File: src/rtl/fwd_hazard_unit.sv
// fwd_hazard_unit: EX-stage operand forwarding and ID load-use stall generation.
// Keeps its own shadow copy of the in-flight instructions (entry 0 = EX,
// entry DEPTH = writeback) so no external pipeline-register fields are needed.
// Optional macro FWD_HAZARD_STALL_CNT_EN adds a saturating stall-cycle counter
// output stall_cnt_o.
module fwd_hazard_unit #(
   parameter int unsigned REG_AW     = 5,
   parameter int unsigned DEPTH      = 2,
   parameter int unsigned LOAD_STAGE = 2,
   localparam int unsigned SEL_W     = $clog2(DEPTH + 1)
) (
   input  logic              clk_i,
   input  logic              rst_i,
   input  logic              id_valid_i,
   input  logic [REG_AW-1:0] id_rs1_i,
   input  logic [REG_AW-1:0] id_rs2_i,
   input  logic [REG_AW-1:0] id_rd_i,
   input  logic              id_regwrite_i,
   input  logic              id_memread_i,
   input  logic              flush_i,
   output logic [SEL_W-1:0]  ex_src1_sel_o,
   output logic [SEL_W-1:0]  ex_src2_sel_o,
   output logic              stall_o
`ifdef FWD_HAZARD_STALL_CNT_EN
   ,
   output logic [31:0]       stall_cnt_o
`endif
);

   // Shadow pipeline state; sources are only kept for the EX entry.
   logic [DEPTH:0]    ent_valid;
   logic [DEPTH:0]    ent_regwrite;
   logic [DEPTH:0]    ent_memread;
   logic [REG_AW-1:0] ent_rd [DEPTH+1];
   logic [REG_AW-1:0] ex_rs1;
   logic [REG_AW-1:0] ex_rs2;

   // Shift the shadow pipeline; EX takes the ID instruction or a bubble.
   always_ff @(posedge clk_i) begin
      if (rst_i) begin
         ent_valid    <= '0;
         ent_regwrite <= '0;
         ent_memread  <= '0;
         for (int unsigned k = 0; k <= DEPTH; k++) begin
            ent_rd[k] <= '0;
         end
         ex_rs1 <= '0;
         ex_rs2 <= '0;
      end else begin
         for (int unsigned k = 1; k <= DEPTH; k++) begin
            ent_valid[k]    <= ent_valid[k-1];
            ent_regwrite[k] <= ent_regwrite[k-1];
            ent_memread[k]  <= ent_memread[k-1];
            ent_rd[k]       <= ent_rd[k-1];
         end
         if (stall_o || flush_i) begin
            ent_valid[0]    <= 1'b0;
            ent_regwrite[0] <= 1'b0;
            ent_memread[0]  <= 1'b0;
            ent_rd[0]       <= '0;
            ex_rs1          <= '0;
            ex_rs2          <= '0;
         end else begin
            ent_valid[0]    <= id_valid_i;
            ent_regwrite[0] <= id_regwrite_i;
            ent_memread[0]  <= id_memread_i;
            ent_rd[0]       <= id_rd_i;
            ex_rs1          <= id_rs1_i;
            ex_rs2          <= id_rs2_i;
         end
      end
   end

   // Forward select: youngest forwardable producer of each EX source wins.
   always_comb begin
      logic hit1;
      logic hit2;
      logic fwd_ok;
      ex_src1_sel_o = '0;
      ex_src2_sel_o = '0;
      hit1          = 1'b0;
      hit2          = 1'b0;
      fwd_ok        = 1'b0;
      for (int unsigned k = 1; k <= DEPTH; k++) begin
         // Load data is not available before LOAD_STAGE.
         fwd_ok = ent_valid[k] && ent_regwrite[k] && (ent_rd[k] != '0)
                  && !(ent_memread[k] && (k < LOAD_STAGE));
         if (!hit1 && fwd_ok && (ent_rd[k] == ex_rs1)) begin
            ex_src1_sel_o = SEL_W'(k);
            hit1          = 1'b1;
         end
         if (!hit2 && fwd_ok && (ent_rd[k] == ex_rs2)) begin
            ex_src2_sel_o = SEL_W'(k);
            hit2          = 1'b1;
         end
      end
      if (!ent_valid[0] || rst_i) begin
         ex_src1_sel_o = '0;
         ex_src2_sel_o = '0;
      end
   end

   // Load-use stall: a load still too young to forward feeds an ID source.
   always_comb begin
      logic load_hit;
      load_hit = 1'b0;
      for (int unsigned j = 0; j + 1 < LOAD_STAGE; j++) begin
         if (ent_valid[j] && ent_memread[j] && ent_regwrite[j] && (ent_rd[j] != '0)
             && ((ent_rd[j] == id_rs1_i) || (ent_rd[j] == id_rs2_i))) begin
            load_hit = 1'b1;
         end
      end
      stall_o = id_valid_i && !flush_i && !rst_i && load_hit;
   end

`ifdef FWD_HAZARD_STALL_CNT_EN
   // Saturating count of stall cycles.
   always_ff @(posedge clk_i) begin
      if (rst_i) begin
         stall_cnt_o <= '0;
      end else if (stall_o && (stall_cnt_o != 32'hFFFF_FFFF)) begin
         stall_cnt_o <= stall_cnt_o + 32'd1;
      end
   end
`endif

endmodule

File: config.mk
export PLATFORM = sky130hd
export DESIGN_NAME = fwd_hazard_unit
export DESIGN_NICKNAME = d
export VERILOG_FILES = /design/src/rtl/fwd_hazard_unit.sv
export SDC_FILE = /design/constraint.sdc
export NUM_CORES = 1
export LEC_CHECK = 0
export ABC_AREA = 1
export BUFFER_PORTS_ARGS = -buffer_cell sky130_fd_sc_hd__buf_2
export CORE_MARGIN = 1
export CORE_UTILIZATION = 40
export CTS_CLUSTER_SIZE = 25
export DETAILED_ROUTE_END_ITERATION = 10
export HOLD_SLACK_MARGIN = 0.1
export MAX_ROUTING_LAYER = met4
export SETUP_SLACK_MARGIN = 0.3
export SYNTH_ARGS = -nofsm -noshare
export SYNTH_HDL_FRONTEND = slang
export SYNTH_SLANG_ARGS = --single-unit
File: constraint.sdc
create_clock -name clk_i -period 1.3 [get_ports clk_i]
set_clock_uncertainty 0.1 [all_clocks]
set_input_delay 0.065 -clock clk_i [delete_from_list [all_inputs] [get_ports clk_i]]
set_output_delay 0.065 -clock clk_i [all_outputs]
set_load 0.05 [all_outputs]
# After elaboration in Yosys (flattened, before gate mapping)
# Memory sizes are Yosys's and may differ from the RTL's.
# Cells that the tools add are included.
# classes
eq_ne,6
n_mux,22
bitwise_logic,4
reduce_logical,31
# op_table
op,n
$eq A5 B5 Y1,6
$mux W5,4
$logic_and A1 B1 Y1,18
$reduce_bool A5 Y1,3
$mux W1,14
$mux W2,4
$logic_not A1 Y1,6
$or A1 B1 Y1,4
$logic_or A1 B1 Y1,3
$reduce_or A2 Y1,1
# totals
regBits,18
mem_bits_rw,15
inputBits,21
output_inout_bits,5
word_cells,72
memories,1
# mem_list
name,depth,width,rd,rd_clocked_by_memory_dff,wr,line_no,text
ent_rd,3,5,3,0,3,34,logic [REG_AW-1:0] ent_rd [DEPTH+1];

# Depth between registers and ports, before layout
# logic_depth
word_depth,12
depth_mapped,10

# Least setup slack after synthesis
# Ideal clock, no wire load.
# synth_path
kind,flip-flop to output port
from,"mem ent_rd[1][0], in the netlist ent_rd[0][5]"
to,out ex_src1_sel_o[0]
arrival_time_ns,1.855
t_required_ns,1.135
slack_ns,-0.720
path_stages_with_launch,6
cell_sequence,edfxtp_1 -> xnor2_1 -> nand2_1 -> nor2_1 -> nand3_1 -> nor3_1
# synth_lines
item,line_no,text
start: declaration,34,
end: declaration,21,"output logic [SEL_W-1:0] ex_src1_sel_o,"

==> impl_metrics.json <==
{
  "ys_types": 22,
  "startpoint_type": "register",
  "port_buffers": 25,
  "cp_data_required_time_ns": 1.13,
  "syn_area_per_cell_um2": 7.95,
  "core-area_um2": 3770,
  "synth.most_common_cell": "nor2_1",
  "grt_overflow": 0,
  "synth_warnings": 0,
  "yosysTopAreaCellShare_pct": 27.8,
  "drv_slew": 0,
  "die_area_um2": 4320,
  "netlist_area_um2": 1620,
  "grt_max_degree": 17,
  "status": "finished, violations left",
  "ant_nets": 0,
  "gr-usage-all-layers_pct": 18.5,
  "die_width_um": 65.7,
  "area_growth_pct": 59.2,
  "fin_crit_ns": 1.72,
  "fmaxAchievable_mhz": 582,
  "worstHoldPathCells": 2,
  "violations": "hold timing, setup timing",
  "reg2regPathDepth": 10,
  "drt_pass1_iterations": 4,
  "end_kind": "output pin",
  "antenna_found_initial": 0,
  "clk_pin_slew_ns": 0.06,
  "synthFlopType": "dfxtp_1",
  "yosys-top-cells-area": "edfxtp_1 28%, dfxtp_1 22%, nor2_1 12%",
  "critPathKind": "reg -> out",
  "grt_pass1_vias": 1337,
  "place_ws_ns": -0.261,
  "cts_hold_buf": 18,
  "num-fill-cells": 284,
  "cts_inserted_buffers": 5,
  "synth.yosys.seq_area_share_pct": 50.0,
  "drive_above_1_share_pct": 35.8,
  "synth_edf_count": 15,
  "async_reset_ff_share_pct": 0,
  "fin_crit_sh_pct": 132,
  "clk_path_buf_depth": 2,
  "wirelength_um": 3530,
  "holdWs_ns": -0.0689,
  "fin_nets": 308,
  "routedWlPerCell_um": 10.5,
  "synth.top_cells.by_count": "50 x nor2_1, 39 x inv_1, 29 x nand2_1",
  "clock_sinks": 33,
  "ys_ff_latch": 33,
  "drtIter0Drc": 30,
  "clockRootBuffer": "clkbuf_8",
  "ctsHtreeMaxLevel": 2,
  "ir_worst_vdd_mv": 0.761,
  "initial_utilization_pct": 43.0,
  "cap_violations": 0,
  "num_vias": 1430,
  "gp_routability_congestion": 0.871,
  "hold_viol": 1,
  "rsz0062_at_grt": "yes",
  "min_path_type": "in -> reg",
  "p_per_area_nw_per_um2": 979,
  "syn_inst": 204,
  "grt_pass1_wl_um": 5660,
  "rows": 22,
  "synth.largest_area_cell": "edfxtp_1",
  "vias_per_cell": 4.26,
  "setup_viol": 23,
  "fin_tns_setup_ns": -8.08,
  "cp.arrival_ns": 1.55,
  "fp.dieH_um": 65.7,
  "dp_hpwl_um": 2380,
  "cts_tree": "built",
  "remaining_drc_errors": 0,
  "post-route-worst-setup-slack_ns": -0.420,
  "cp_max_fo": 3,
  "ios": 26,
  "clock_latency_ns": 0.28,
  "diodes": 0,
  "p_leak_nw": 1.23
}
==> kinds of logic after synthesis <==
family | share of synthesized area, %
and+or+nand+nor | 26.4
buffers and inverters | 11.6
other | 0.231
AOI/OAI and AO/OA | 2.08
xor gates and xnor gates | 9.71
DFF | 50.0
==> report_power, final <==
group	internal [mW]	switching, mW
Clock	0.565	0.369
Sequential	1.14	0.0510
Combinational	0.212	0.191
==> metrics by stage <==
stage	hold WS [ns]	util, %	cell area (um^2)	cells	power (mW)
2_1_floorplan	0.0772	-	1720	218	1.38
3_3_place_gp	0.180	53.7	2020	306	1.49
3_5_place_dp	0.183	53.7	2020	306	1.49
4_1_cts	-0.0758	65.2	2460	334	2.49
5_1_grt	-0.0753	68.5	2580	336	2.63
6_report	-0.0689	68.5	2580	336	2.53
==> worst paths after layout <==
kind | from | end | slack [ns]
worst max-delay path | ent_rd[0][6] | ex_src2_sel_o[0] | -0.42
worst min-delay path | rst_i | ent_valid[1] | -0.07
worst max register to register | ent_rd[0][3] | ex_rs2[4] | -0.35
worst min register to register | ent_memread[0] | ent_memread[1] | 0.32
==> layout make-up <==
class / count / area [um^2] / share of cell area [%]
Clock inverter: 2 / 33.8 / 1.31
Timing Repair Buffer: 65 / 591 / 22.9
Clock buffer: 6 / 72.6 / 2.81
Inverter: 43 / 165 / 6.39
Sequential cell: 33 / 811 / 31.4
Multi-Input combinational cell: 139 / 851 / 32.9
Tap cell: 48 / 60.1 / 2.32
==> sequential cells by signal, summed over array words and instances (netlist names) <==
register	cells
ex_rs1	5
ex_rs2	5
ent_rd	15
ent_valid	3
ent_memread	2
ent_regwrite	3
==> placed cells by master, fill, tap and decap left out, types with 5 or more instances in the layout <==
cell type,n
inv_1,32
nand2_1,28
nor2_1,24
buf_2,20
dfxtp_1,18
dlygate4sd3_1,18
nor2_2,17
edfxtp_1,15
conb_1,15
xnor2_1,13
buf_6,12
inv_2,10
nor2_4,9
buf_4,9
nand3_1,8
xor2_1,5
clkbuf_8,5
==> repair_timing <==
action                                 4_1_cts  5_1_grt
setup endpoints to repair                   31       31
gates resized for setup                     36       34
buffers inserted                             1        2
endpoints found under the hold margin       19        1
gates cloned                                 1        0
pin swaps                                   12       11
==> layer usage <==
metal  GRT usage, %  part of all wire (%)  vias to the layer above
li1               -                     -                      760
met1           19.3                    43                      638
met2           32.5                    51                       25
met3           4.17                   3.0                        7
met4           9.24                   2.1                        0
met5              -                     0                        -
==> critical path, cell delays in order (launching register included) <==
cell and delay, ns:
edfxtp_1 0.45, xnor2_1 0.20, nand2_1 0.11, nor3_4 0.20, and2_4 0.17, buf_8 0.13
(Power assumes the default switching activity.)
